--- config.mk ---
export PLATFORM = sky130hd
export DESIGN_NAME = vlc_tree_walker
export DESIGN_NICKNAME = d
export VERILOG_FILES = /design/src/rtl/vlc_tree_walker.sv
export SDC_FILE = /design/constraint.sdc
export NUM_CORES = 1
export LEC_CHECK = 0
export CAP_MARGIN = 20
export CORE_MARGIN = 2
export CORE_UTILIZATION = 45
export CTS_BUF_LIST = sky130_fd_sc_hd__clkbuf_4 sky130_fd_sc_hd__clkbuf_8
export DETAILED_ROUTE_END_ITERATION = 10
export PLACE_DENSITY_LB_ADDON = 0.3
export SLEW_MARGIN = 20
export SYNTH_ARGS = -nofsm -noshare
export SYNTH_HDL_FRONTEND = slang
export SYNTH_SLANG_ARGS = --single-unit
export TNS_END_PERCENT = 10
--- constraint.sdc ---
create_clock -name clock -period 2.9 [get_ports clock]
set_input_delay 0.29 -clock clock [delete_from_list [all_inputs] [get_ports clock]]
set_output_delay 0.29 -clock clock [all_outputs]
set_load 0.01 [all_outputs]
--- src/rtl/vlc_tree_walker.sv ---
// Variable-length-code decoder: walks a binary code tree held in an external synchronous ROM,
// one bitstream bit per node, with bit/output handshakes and a depth-overflow error.
module vlc_tree_walker #(
    parameter int unsigned DATA_W      = 16,
    parameter int unsigned ADDR_W      = 10,
    parameter int unsigned MAX_DEPTH   = 16,
    parameter int unsigned TABLE0_BASE = 0,
    parameter int unsigned TABLE1_BASE = 256,
    parameter int unsigned TABLE2_BASE = 512,
    parameter int unsigned TABLE3_BASE = 768
) (
    input  logic              clock,
    input  logic              resetn,
    input  logic              Start_I,
    input  logic [1:0]        Table_Sel_I,
    input  logic              Bit_I,
    input  logic              Bit_Valid_I,
    output logic              Bit_Ack_O,
    output logic              Valid_O,
    input  logic              Ready_I,
    output logic [DATA_W-1:0] Symbol_O,
    output logic [5:0]        Length_O,
    output logic              Error_O,
    output logic              Busy_O,
    output logic              Table_En_O,
    output logic [ADDR_W-1:0] Table_Addr_O,
    input  logic [DATA_W-1:0] Table_Data_I
);
    localparam int unsigned NODE_W = DATA_W / 2;

    typedef enum logic [1:0] {StIdle, StWalk, StHold, StErr} state_e;

    state_e            state_q;
    logic [1:0]        sel_q;
    logic [5:0]        depth_q;
    logic [ADDR_W-1:0] addr_q;
    logic              valid_q;
    logic              error_q;
    logic [DATA_W-1:0] symbol_q;
    logic [5:0]        length_q;

    logic [NODE_W-1:0] node;
    logic              node_leaf;
    logic [NODE_W-2:0] node_off;
    logic [5:0]        depth_inc;
    logic              depth_last;
    logic [ADDR_W-1:0] child_addr;
    logic              walk_bit;
    logic              rd_en;
    logic [ADDR_W-1:0] rd_addr;

    function automatic logic [ADDR_W-1:0] base_of(input logic [1:0] sel);
        case (sel)
            2'd0:    return ADDR_W'(TABLE0_BASE);
            2'd1:    return ADDR_W'(TABLE1_BASE);
            2'd2:    return ADDR_W'(TABLE2_BASE);
            default: return ADDR_W'(TABLE3_BASE);
        endcase
    endfunction

    always_comb begin
        node       = Bit_I ? Table_Data_I[DATA_W-1:NODE_W] : Table_Data_I[NODE_W-1:0];
        node_leaf  = node[NODE_W-1];
        node_off   = node[NODE_W-2:0];
        depth_inc  = depth_q + 6'd1;
        depth_last = 32'(depth_inc) >= MAX_DEPTH;
        // Address arithmetic wraps modulo 2^ADDR_W by construction.
        child_addr = base_of(sel_q) + ADDR_W'(node_off);
        walk_bit   = (state_q == StWalk) && Bit_Valid_I && !Start_I;

        rd_en   = 1'b0;
        rd_addr = addr_q;
        if (Start_I) begin
            rd_en   = 1'b1;
            rd_addr = base_of(Table_Sel_I);
        end else if (walk_bit && !node_leaf && !depth_last) begin
            rd_en   = 1'b1;
            rd_addr = child_addr;
        end
    end

    always_ff @(posedge clock or negedge resetn) begin
        if (!resetn) begin
            state_q  <= StIdle;
            sel_q    <= 2'd0;
            depth_q  <= 6'd0;
            addr_q   <= '0;
            valid_q  <= 1'b0;
            error_q  <= 1'b0;
            symbol_q <= '0;
            length_q <= 6'd0;
        end else begin
            if (rd_en) begin
                addr_q <= rd_addr;
            end
            if (Start_I) begin
                // Start wins in every state, including an in-flight walk.
                state_q <= StWalk;
                sel_q   <= Table_Sel_I;
                depth_q <= 6'd0;
                valid_q <= 1'b0;
                error_q <= 1'b0;
            end else begin
                case (state_q)
                    StWalk: begin
                        if (Bit_Valid_I) begin
                            depth_q <= depth_inc;
                            if (node_leaf) begin
                                symbol_q <= Table_Data_I;
                                length_q <= depth_inc;
                                valid_q  <= 1'b1;
                                state_q  <= StHold;
                            end else if (depth_last) begin
                                error_q  <= 1'b1;
                                length_q <= 6'(MAX_DEPTH);
                                state_q  <= StErr;
                            end
                        end
                    end
                    StHold: begin
                        if (Ready_I) begin
                            valid_q <= 1'b0;
                            state_q <= StIdle;
                        end
                    end
                    default: ;
                endcase
            end
        end
    end

    // Gating with resetn keeps the ROM and bitstream quiet while reset is held.
    assign Table_En_O   = rd_en && resetn;
    assign Table_Addr_O = rd_addr;
    assign Bit_Ack_O    = walk_bit && resetn;
    assign Busy_O       = (state_q == StWalk);
    assign Valid_O      = valid_q;
    assign Error_O      = error_q;
    assign Symbol_O     = symbol_q;
    assign Length_O     = length_q;

endmodule
-- Word level (Yosys, flattened, before mapping)
Index checks and enable logic that the tools add are counted.
- logic and storage cells: 73
- flip-flop bits (word level): 44
- input bits: 24
- bitwise gates (word level): 1
- equal/unequal tests: 11
- reductions and logical operators: 22
- add/subtract/negate cells: 2
- muxes and demuxes: 28
- $lt $le $gt $ge: 1
- operators by type and width (cell ; number):
    $pmux 10 s3 ; 2
    $mux 6 ; 5
    $mux 10 ; 2
    $reduce_and 4->1 ; 5
    $mux 1 ; 11
    $add 10x7->10 ; 1
    $mux 2 ; 5
    $mux 8 ; 1
    $reduce_bool 2->1 ; 4
    $add 6x1->6 const B ; 1
    $eq 2x1->1 const B ; 3
    $eq 2x2->1 const B ; 3
    $ge 6x5->1 const B ; 1
    $logic_and 1x1->1 ; 6
    $ne 3x3->1 const B ; 2
    $logic_not 2->1 ; 2
    $ne 4x2->1 const B ; 1
    $pmux 2 s2 ; 1
    $logic_not 1->1 ; 3
    $ne 3x2->1 const B ; 1
    $reduce_bool 3->1 ; 1
    $ne 2x2->1 const B ; 1
    $pmux 1 s2 ; 1
    $reduce_and 2->1 ; 1
    $not 1->1 ; 1

-- Depth between registers and ports, before layout
- depth after elaboration: 8
- gate-level depth with buffers: 8

-- Worst setup path after synthesis
No wires, ideal clock.
- kind: register to output
- from: reg depth_q[0]
- to: out Table_Addr_O[0]
- buffers on the path: 2
- path slack: 0.519 ns
- arrival: 2.091 ns
- stages on the path, launching flop included: 9
- data required time: 2.610 ns
- cells stage by stage: dfrtp_1 -> ha_1 -> and3_1 -> clkbuf_2 -> or3_4 -> a211oi_4 -> buf_6 -> nor2_1 -> a211oi_1
- longest elaborated chain between the ends: 6
- RTL lines (what ; RTL line ; source):
    start, declared ; 35 ; logic [5:0] depth_q;
    start signal, assigned ; 107 ; depth_q <= depth_inc;
    $add 6x1->6 ; 65 ; depth_inc = depth_q + 6'd1;
    $ge 6x5->1 ; 66 ; depth_last = 32'(depth_inc) >= MAX_DEPTH;
    $logic_not 1->1 ; 76 ; end else if (walk_bit && !node_leaf && !depth_last) begin
    $logic_and 1x1->1 ; 76 ;
    $mux 10 ; 76 ;
    $mux 10 ; 73 ; if (Start_I) begin
    end, declared ; 26 ; output logic [ADDR_W-1:0] Table_Addr_O,
Every way passes these cells.

-- Worst setup path after layout
- from: reg depth_q[0]
- to: out Table_Addr_O[9]
The elaborated chain is that of the path after synthesis.

==> results.ini <==
[route]
ant_nets=0
viasPerCell=5.34
vias=1564
wl_per_cell_um=15.1
drc=0
wirelength_um=4420
drt_iter0_drc=46
dr.pass1.iters=4

[layout]
n_antenna_cell=0
area_delta_synth_final_pct=37.9
fin_nets=265
finish.utilization=0.648
drive_above_1_share=0.245

[worst_setup_path]
crit_fanout=5
crit_slowest_cell=dfrtp_1
crit_path_start_kind=flip-flop
path_cells=ha_1, and3_1, buf_4, o211a_1, o21ai_2, mux2_2, mux2_2, dlygate4sd2_1
end_kind=output pin
path_buf_inv=2
critPathRequiredTime_ps=2610
cp.arrival_ps=2530
cp_slowest_stage_delay_ps=390
cp_common_cell=mux2_2
cpLargestDelayFamily=multiplexers
crit_type=reg2out

[synthesis]
syn_nets=198
synth_xor_area_frac=0.0297
synth-simple-area-share=0.0886
synth.most_common_cell=dfrtp_1
synth.distinct_cells=33
synth-edff-count=0
ys_seq_area_frac=0.534
synth_flop_cell=dfrtp_1
synth_compound_area_frac=0.129
synth-adder-area-share=0.00607
synthCells=173
ys_ff_latch=44
synth-async-reset-ratio=1.00
syn_avg_cell_area_um2=11.9
syn_area_um2=2060
synth_mux_area_frac=0.180
synth_top_family_by_area=multiplexers
synth_top_area_cell=dfrtp_1
yosys-top-cells-area=dfrtp_1 53%, mux2_2 14%, a211oi_1 5.1%
yosys.area.top_type_share=0.534
synth_commonest_cells=44 x dfrtp_1, 25 x mux2_2, 18 x nor2_1, 14 x a211oi_1, 9 x mux2i_1
yosys_warnings=0

[cts]
path_clk_slew_ps=90
cts-root-buf=clkbuf_8
numCtsBuffers=5
cts_tree=done
clkLatencyLatePin_ps=290
clkSinkCount=44
max-clock-path-buffers=2
cts_setup_buffers=0
htreeDepth=2

[floorplanning]
num_rows=24
core-area_um2=4380
die_y_um=71.7
io_pins=61
dieWidth_um=71.7
start_util=0.470
design.die.area_um2=5140

[placement]
placement.io_buffers=60
gp_congestion=0.862
place_hpwl_um=3220

[grt]
track_usage=0.185
gr-total-overflow=0
first_global_vias=1649
grt_max_degree=34
antenna_found_initial=0
grt_first_pass_wirelength_um=7480

[sta]
period_share=0.971
rsz0062_at_grt=yes
worst_pin_slew_ps=354
fmax_mhz=355
drv_slew=0
post-route-min-period_ps=2820
skew_ps=8.87
hold_violations=0
relSlewSlack=0.758
setup_viol=0

[power_and_ir_drop]
ir_drop_uv=439
power.leakage_nw=1.24
total_power_mw=1.65
powerDensity_nw_per_um2=579

[job]
maxCapViolCount=0

[worst_hold_path]
min_path_type=in2async

[outcome]
status=finished, final reports clean

[repair_timing]
action                                  4_1_cts  5_1_grt
hold buffers                                  1        0
gates cloned                                  0        0
pin swaps                                     0        1
gates resized for setup                      12       17
hold endpoints to repair                     14        0
endpoints found under the setup margin       10       10
[per-layer routing]
metal  vias up  global-route usage  wire length, µm
met1       753               0.235             1940
met3         6              0.0619              297
met5         -                   0                0
met2        49               0.306             2150
li1        756                   -                -
met4         0              0.0482               38
[through the flow]
step / setup TNS (ps) / instances / setup slack, ps / cell area [µm²] / hold slack, ps
2_1_floorplan: 0 / 173 / 519 / 2060 / -5.59
4_1_cts: 0 / 293 / 0.717 / 2860 / 438
6_report: 0 / 293 / 84.5 / 2840 / 428
5_1_grt: -10.6 / 293 / -8.23 / 2840 / 466
3_5_place_dp: 0 / 284 / 48.0 / 2760 / 223
3_3_place_gp: 0 / 284 / 53.6 / 2760 / 226
[final cells by class]
type,instances,area (µm²)
Tap cell,52,65.1
Multi-Input combinational cell,115,910
Inverter,2,7.51
Timing Repair Buffer,72,667
Sequential cell,44,1100
Clock inverter,2,10.0
Fill cell,372,1540
Clock buffer,6,82.6
[worst reg2reg max path, cell delays in order (launching register included)]
cell and delay, ps:
dfrtp_1 390, ha_1 230, and3_1 210, buf_4 160, o211a_1 160, o21ai_2 180
mux2_2 370, mux2_2 260
[cell families (layout without fill, tap and decap cells)]
| group | after synthesis | count (layout) |
|---|---|---|
| AOI/OAI and AO/OA | 36 | 36 |
| xor gates and xnor gates | 7 | 7 |
| adders and majority gates | 1 | 1 |
| buffers and inverters | 14 | 82 |
| DFF | 44 | 44 |
| muxes | 34 | 34 |
| and+or+nand+nor | 37 | 37 |
[cell usage in the layout (no fill, tap or decap), types with 5 or more instances in the layout]
cell | Yosys | layout
clkdlybuf4s50_1 | 0 | 50
dfrtp_1 | 44 | 44
mux2_2 | 25 | 25
nor2_1 | 18 | 17
a211oi_1 | 14 | 14
buf_4 | 0 | 10
mux2i_1 | 9 | 9
xnor2_1 | 6 | 6
clkbuf_8 | 0 | 6
clkbuf_2 | 1 | 6
a21oi_1 | 5 | 5
a22o_1 | 5 | 5
[worst paths after layout]
path                            start              end  slack [ps]  cells past startpoint
hold reg to reg               Valid_O          Valid_O         500                      1
min in group clock            Valid_O          Valid_O         500                      1
setup / recovery           depth_q[0]  Table_Addr_O[9]          80                      8
hold / removal                 resetn         sel_q[0]         430                      2
setup reg to reg           depth_q[0]        addr_q[9]         830                      7
max in group asynchronous      resetn        addr_q[4]        1770                      3
[registers in the layout, summed over array words and instances (netlist names)]
| name | cells |
|---|---|
| addr_q | 10 |
| Symbol_O | 16 |
| sel_q | 2 |
| Length_O | 6 |
| Error_O | 1 |
| state_q | 2 |
| depth_q | 6 |
| Valid_O | 1 |
[where the power goes]
| part | leakage (nW) | switching (mW) | total [mW] | internal (mW) |
|---|---|---|---|---|
| logic | 0.630 | 0.192 | 0.486 | 0.294 |
| registers | 0.559 | 0.0521 | 0.766 | 0.714 |
| clock network | 0.0510 | 0.204 | 0.395 | 0.190 |
No activity file was read; power rests on OpenSTA's default activity.
